===== config.mk =====
export PLATFORM = sky130hd
export DESIGN_NAME = id_exe_pipe
export DESIGN_NICKNAME = d
export VERILOG_FILES = /design/src/rtl/id_exe_pipe.sv
export SDC_FILE = /design/constraint.sdc
export NUM_CORES = 1
export LEC_CHECK = 0
export ABC_AREA = 1
export BUFFER_PORTS_ARGS = -buffer_cell sky130_fd_sc_hd__clkbuf_2
export CORE_ASPECT_RATIO = 0.8
export CORE_MARGIN = 1
export CORE_UTILIZATION = 58
export CTS_CLUSTER_SIZE = 25
export DETAILED_ROUTE_END_ITERATION = 10
export PLACE_DENSITY = 0.91
export SLEW_MARGIN = 20
export SYNTH_ARGS = -nofsm -noshare
export SYNTH_HDL_FRONTEND = slang
export SYNTH_SLANG_ARGS = --single-unit

===== constraint.sdc =====
create_clock -name clk -period 2.8 [get_ports clk]
set_input_delay 0.28 -clock clk [delete_from_list [all_inputs] [get_ports clk]]
set_output_delay 0.28 -clock clk [all_outputs]
set_load 0.02 [all_outputs]

===== src/rtl/id_exe_pipe.sv =====
// ID->EXE pipeline register: two-entry skid buffer with valid/ready handshake,
// hazard bubble insertion and branch flush. Define ID_EXE_PIPE_PERF_EN for bubble/flush counters.
module id_exe_pipe #(
    parameter int ADDRESS_LEN          = 32,
    parameter int REGISTER_LEN         = 32,
    parameter int REG_ADDRESS_LEN      = 4,
    parameter int EXECUTE_COMMAND_LEN  = 4,
    parameter int SIGNED_IMMEDIATE_LEN = 24,
    parameter int SHIFT_OPERAND_LEN    = 12
) (
    input  logic                            clk,
    input  logic                            rst,
    input  logic                            in_valid,
    output logic                            in_ready,
    input  logic                            hazard,
    input  logic                            flush,
    input  logic [ADDRESS_LEN-1:0]          in_pc,
    input  logic [EXECUTE_COMMAND_LEN-1:0]  in_execute_command,
    input  logic [REGISTER_LEN-1:0]         in_reg1,
    input  logic [REGISTER_LEN-1:0]         in_reg2,
    input  logic [REG_ADDRESS_LEN-1:0]      in_dest,
    input  logic [SIGNED_IMMEDIATE_LEN-1:0] in_signed_imm,
    input  logic [SHIFT_OPERAND_LEN-1:0]    in_shift_operand,
    input  logic                            in_mem_read,
    input  logic                            in_mem_write,
    input  logic                            in_wb_en,
    input  logic                            in_imm,
    input  logic                            in_branch,
    input  logic                            in_status_we,
    output logic                            out_valid,
    input  logic                            out_ready,
    output logic [ADDRESS_LEN-1:0]          out_pc,
    output logic [EXECUTE_COMMAND_LEN-1:0]  out_execute_command,
    output logic [REGISTER_LEN-1:0]         out_reg1,
    output logic [REGISTER_LEN-1:0]         out_reg2,
    output logic [REG_ADDRESS_LEN-1:0]      out_dest,
    output logic [SIGNED_IMMEDIATE_LEN-1:0] out_signed_imm,
    output logic [SHIFT_OPERAND_LEN-1:0]    out_shift_operand,
    output logic                            out_mem_read,
    output logic                            out_mem_write,
    output logic                            out_wb_en,
    output logic                            out_imm,
    output logic                            out_branch,
    output logic                            out_status_we
`ifdef ID_EXE_PIPE_PERF_EN
    ,
    output logic [15:0]                     bubble_count,
    output logic [15:0]                     flush_count
`endif
);

    typedef struct packed {
        logic [ADDRESS_LEN-1:0]          pc;
        logic [EXECUTE_COMMAND_LEN-1:0]  execute_command;
        logic [REGISTER_LEN-1:0]         reg1;
        logic [REGISTER_LEN-1:0]         reg2;
        logic [REG_ADDRESS_LEN-1:0]      dest;
        logic [SIGNED_IMMEDIATE_LEN-1:0] signed_imm;
        logic [SHIFT_OPERAND_LEN-1:0]    shift_operand;
        logic                            mem_read;
        logic                            mem_write;
        logic                            wb_en;
        logic                            imm;
        logic                            branch;
        logic                            status_we;
    } payload_t;

    // State encoding doubles as the occupancy count.
    typedef enum logic [1:0] {
        EMPTY = 2'd0,
        ONE   = 2'd1,
        FULL  = 2'd2
    } state_t;

    state_t   state_q, state_d;
    payload_t head_q, head_d;
    payload_t tail_q, tail_d;
    payload_t in_entry;
    logic     push, pop;

    assign in_ready  = (state_q != FULL);
    assign out_valid = (state_q != EMPTY);
    assign push      = in_valid & in_ready & ~flush;
    assign pop       = out_valid & out_ready & ~flush;

    always_comb begin
        in_entry.pc              = in_pc;
        in_entry.execute_command = in_execute_command;
        in_entry.reg1            = in_reg1;
        in_entry.reg2            = in_reg2;
        in_entry.dest            = in_dest;
        in_entry.signed_imm      = in_signed_imm;
        in_entry.shift_operand   = in_shift_operand;
        in_entry.mem_read        = in_mem_read  & ~hazard;
        in_entry.mem_write       = in_mem_write & ~hazard;
        in_entry.wb_en           = in_wb_en     & ~hazard;
        in_entry.imm             = in_imm       & ~hazard;
        in_entry.branch          = in_branch    & ~hazard;
        in_entry.status_we       = in_status_we & ~hazard;
    end

    always_comb begin
        state_d = state_q;
        head_d  = head_q;
        tail_d  = tail_q;
        case (state_q)
            EMPTY: begin
                if (push) begin
                    head_d  = in_entry;
                    state_d = ONE;
                end
            end
            ONE: begin
                if (push && pop) begin
                    head_d = in_entry;
                end else if (push) begin
                    tail_d  = in_entry;
                    state_d = FULL;
                end else if (pop) begin
                    state_d = EMPTY;
                end
            end
            FULL: begin
                if (pop) begin
                    head_d  = tail_q;
                    state_d = ONE;
                end
            end
            default: state_d = EMPTY;
        endcase
        // Flush discards held entries and any same-cycle push.
        if (flush) begin
            state_d = EMPTY;
        end
    end

    always_ff @(posedge clk) begin
        if (!rst) begin
            state_q <= EMPTY;
            head_q  <= '0;
            tail_q  <= '0;
        end else begin
            state_q <= state_d;
            head_q  <= head_d;
            tail_q  <= tail_d;
        end
    end

    assign out_pc              = head_q.pc;
    assign out_execute_command = head_q.execute_command;
    assign out_reg1            = head_q.reg1;
    assign out_reg2            = head_q.reg2;
    assign out_dest            = head_q.dest;
    assign out_signed_imm      = head_q.signed_imm;
    assign out_shift_operand   = head_q.shift_operand;
    assign out_mem_read        = head_q.mem_read;
    assign out_mem_write       = head_q.mem_write;
    assign out_wb_en           = head_q.wb_en;
    assign out_imm             = head_q.imm;
    assign out_branch          = head_q.branch;
    assign out_status_we       = head_q.status_we;

`ifdef ID_EXE_PIPE_PERF_EN
    logic [15:0] bubble_count_q, bubble_count_d;
    logic [15:0] flush_count_q, flush_count_d;

    always_comb begin
        bubble_count_d = bubble_count_q;
        flush_count_d  = flush_count_q;
        if (push && hazard) begin
            bubble_count_d = bubble_count_q + 16'd1;
        end
        if (flush && (state_q != EMPTY)) begin
            flush_count_d = flush_count_q + 16'd1;
        end
    end

    always_ff @(posedge clk) begin
        if (!rst) begin
            bubble_count_q <= '0;
            flush_count_q  <= '0;
        end else begin
            bubble_count_q <= bubble_count_d;
            flush_count_q  <= flush_count_d;
        end
    end

    assign bubble_count = bubble_count_q;
    assign flush_count  = flush_count_q;
`endif

endmodule


==> summary.md <==
| Metric | Value |
|---|---|
| Share of cells above drive strength 1 | approximately 16% |
| Initial antenna violation count | 1 |
| Root Driver | clkbuf_16 |
| Final setup fails | 0 |
| Syn Nets | 2213 |
| Violation count after the first detailed-route iteration | approximately 1400 |
| Wire length per cell | approximately 14 um |
| Register area share after synthesis | about 44% |
| Clock tree buffer depth | 3 |
| Arrival @ worst endpoint | between 2000 and 2500 ps |
| Number of I/O port buffers | around 300 |
| Post-route clock period utilization | a little under 90% |
| Cells after synthesis | between 2000 and 2500 |
| H-tree levels | 1 |
| IO Pins | 300 |
| Synth Area in Compound Gates | roughly 14% |
| Post-DRT Antenna Nets | 0 |
| GPL Wtd Cong | 0.805 |
| Core area | 22500 sq um |
| CTS tree | built |
| HPWL after DPL | around 22000 um |
| Synth top area share | 44.2% |
| Critical path type | reg -> out |
| Via Count | 13800 |
| Maximum VDD drop | a little under 0.4 mV |
| Largest area contributor in the netlist | dfxtp_1 |
| Number of CTS-inserted buffers | 29 |
| Worst hold path class | in -> reg |
| Die width | 171 um |
| Worst-margin pin slew | between 900 and 1000 ps |
| Most frequent cells in the layout | nand2_1, nor2_1, clkbuf_2 |
| Setup ws final | ~380 ps |
| All-layer global routing usage | between 20 and 30% |
| Diode count | 0 |
| Crit path max fanout | 44 |
| Count of pins over their slew limit | 0 |
| Initial core utilization | around 59% |
| Total grt overflow | 0 |
| Final Hold Vio Count | 0 |
| Synth Area in Adders | 0% |
| Min Hold Slack | ~16 ps |
| WL final | 36400 um |
| CP required | 2520 ps |
| Number of max-cap violations | 0 |
| Skew final | roughly 14 ps |
| Largest family of logic cells by synthesized area | simple AND/OR/NAND/NOR gates |
| Vias in the first global route | between 10000 and 15000 |
| First-pass DRT Iterations | 6 |
| Most common cell after layout, fill and taps aside | nand2_1 |
| Num Clock Sinks | 294 |
| Clock slew at reported path FFs | ~60 ps |
| P_leak | 0.00796 uW |
| Die Footprint | 23600 sq um |
| Tmin final | approximately 2400 ps |
| Simple-gate area share of the yosys netlist | between 30 and 40% |
| Vias per cell | roughly 5.3 |
| Fmax | around 410 MHz |
| Cell area after synthesis | approximately 13000 sq um |
| Critical Path Start Type | flip-flop |
| Relative slew slack | a little under two fifths |
| Area growth from synthesis to layout | 20.3% |
| DRC | 0 |
| Final setup TNS | 0 ps |
| Largest net degree at the start of global routing | about 130 |
| Post-Place Worst Slack | between 700 and 800 ps |
| Synth Area in XOR/XNOR | 0% |
| Worst skew pair latency | about 540 ps |
| Crit path capture type | output pin |
| YS warnings | 0 |
| P per Cell Area | 619 nW/um^2 |
| Site Rows | between 40 and 50 |
| First-pass GRT wire length | between 50000 and 60000 um |
| Chip height | between 100 and 150 um |
| Layout net count | between 2000 and 2500 |
| Status | completed |
| Total chip power | approximately 10000 uW |
| Mux share of post-synthesis cell area | 0% |
| RSZ-0062 raised after global routing | false |
| Synthesized flop and latch total | 294 |
| Distinct cells, synth | 14 |
| Ranking of synthesized cells by area | dfxtp_1, nand2_1, nor2_1 |
| Mean cell area of the mapped netlist | ~6.5 sq um |
critical path, stage by stage (launching register included):
cell      delay [ps]
dfxtp_1          420
inv_2            110
nand2_4          400
buf_4            390
clkbuf_2         230
routing by layer:
layer | track usage (%) | routed length [um] | vias to the layer above
met1 | 38.2 | 15300 | 6226
li1 | - | - | 6850
met3 | 5.26 | 3010 | 95
met4 | 10.5 | 1140 | 2
met2 | 48.5 | 16900 | 634
met5 | 0 | 13 | -
area by class of cell:
cell class | count | area (sq um)
fill | 1802 | 6470
multi-input combinational | 1412 | 6010
sequential | 294 | 5890
timing repair buffer | 348 | 2090
clock buffer | 46 | 870
inverter | 196 | 737
tap | 306 | 383
clock inverter | 5 | 60.1
where the power goes:
part	internal, uW	switching [uW]
Sequential	4410	132
Combinational	567	963
Clock	2210	1640
Total	7190	2740
metrics by stage:
step | std cells | instance area [sq um] | utilization, %
6_report | 2607 | 16000 | 71.2
3_5_place_dp | 2528 | 14800 | 65.9
4_1_cts | 2607 | 16000 | 71.2
3_3_place_gp | 2528 | 14800 | 65.8
2_1_floorplan | 2061 | 13300 | -
5_1_grt | 2607 | 16000 | 71.2
registers in the layout, indices dropped and copies added, names as in the netlist, 4 cells and up:
signal / cells
out_reg2: 32
out_shift_operand: 12
out_dest: 4
out_reg1: 32
out_pc: 32
out_execute_command: 4
tail_q: 146
out_signed_imm: 24
Yosys cell counts (all sizes together):
library cell / count
nand3: 151
inv: 196
a21oi: 188
nand2: 518
buf: 104
dfxtp: 294
o21ai: 184
clkbuf: 55
nor2: 371
cells by family (layout without fill, tap and decap cells):
family	count (synthesis)	count (layout)
and+or+nand+nor	1040	1040
AOI/OAI and AO/OA	372	372
DFF	294	294
buffers and inverters	355	595
worst paths after layout:
path	start	endpoint	slack (ps)	cells after the start
worst max register to register	state_q[1]	out_pc[10]	680	8
worst min register to register	tail_q[115]	tail_q[115]	450	2
worst max-delay path	state_q[0]	in_ready	380	4
worst min-delay path	in_reg1[14]	tail_q[92]	20	3
what timing repair did:
action / 4_1_cts / 5_1_grt
hold buffers: 28 / 0
hold endpoints to repair: 28 / 0
resized for setup: 0 / 0
buffers inserted: 0 / 0
(Power assumes the default switching activity.)
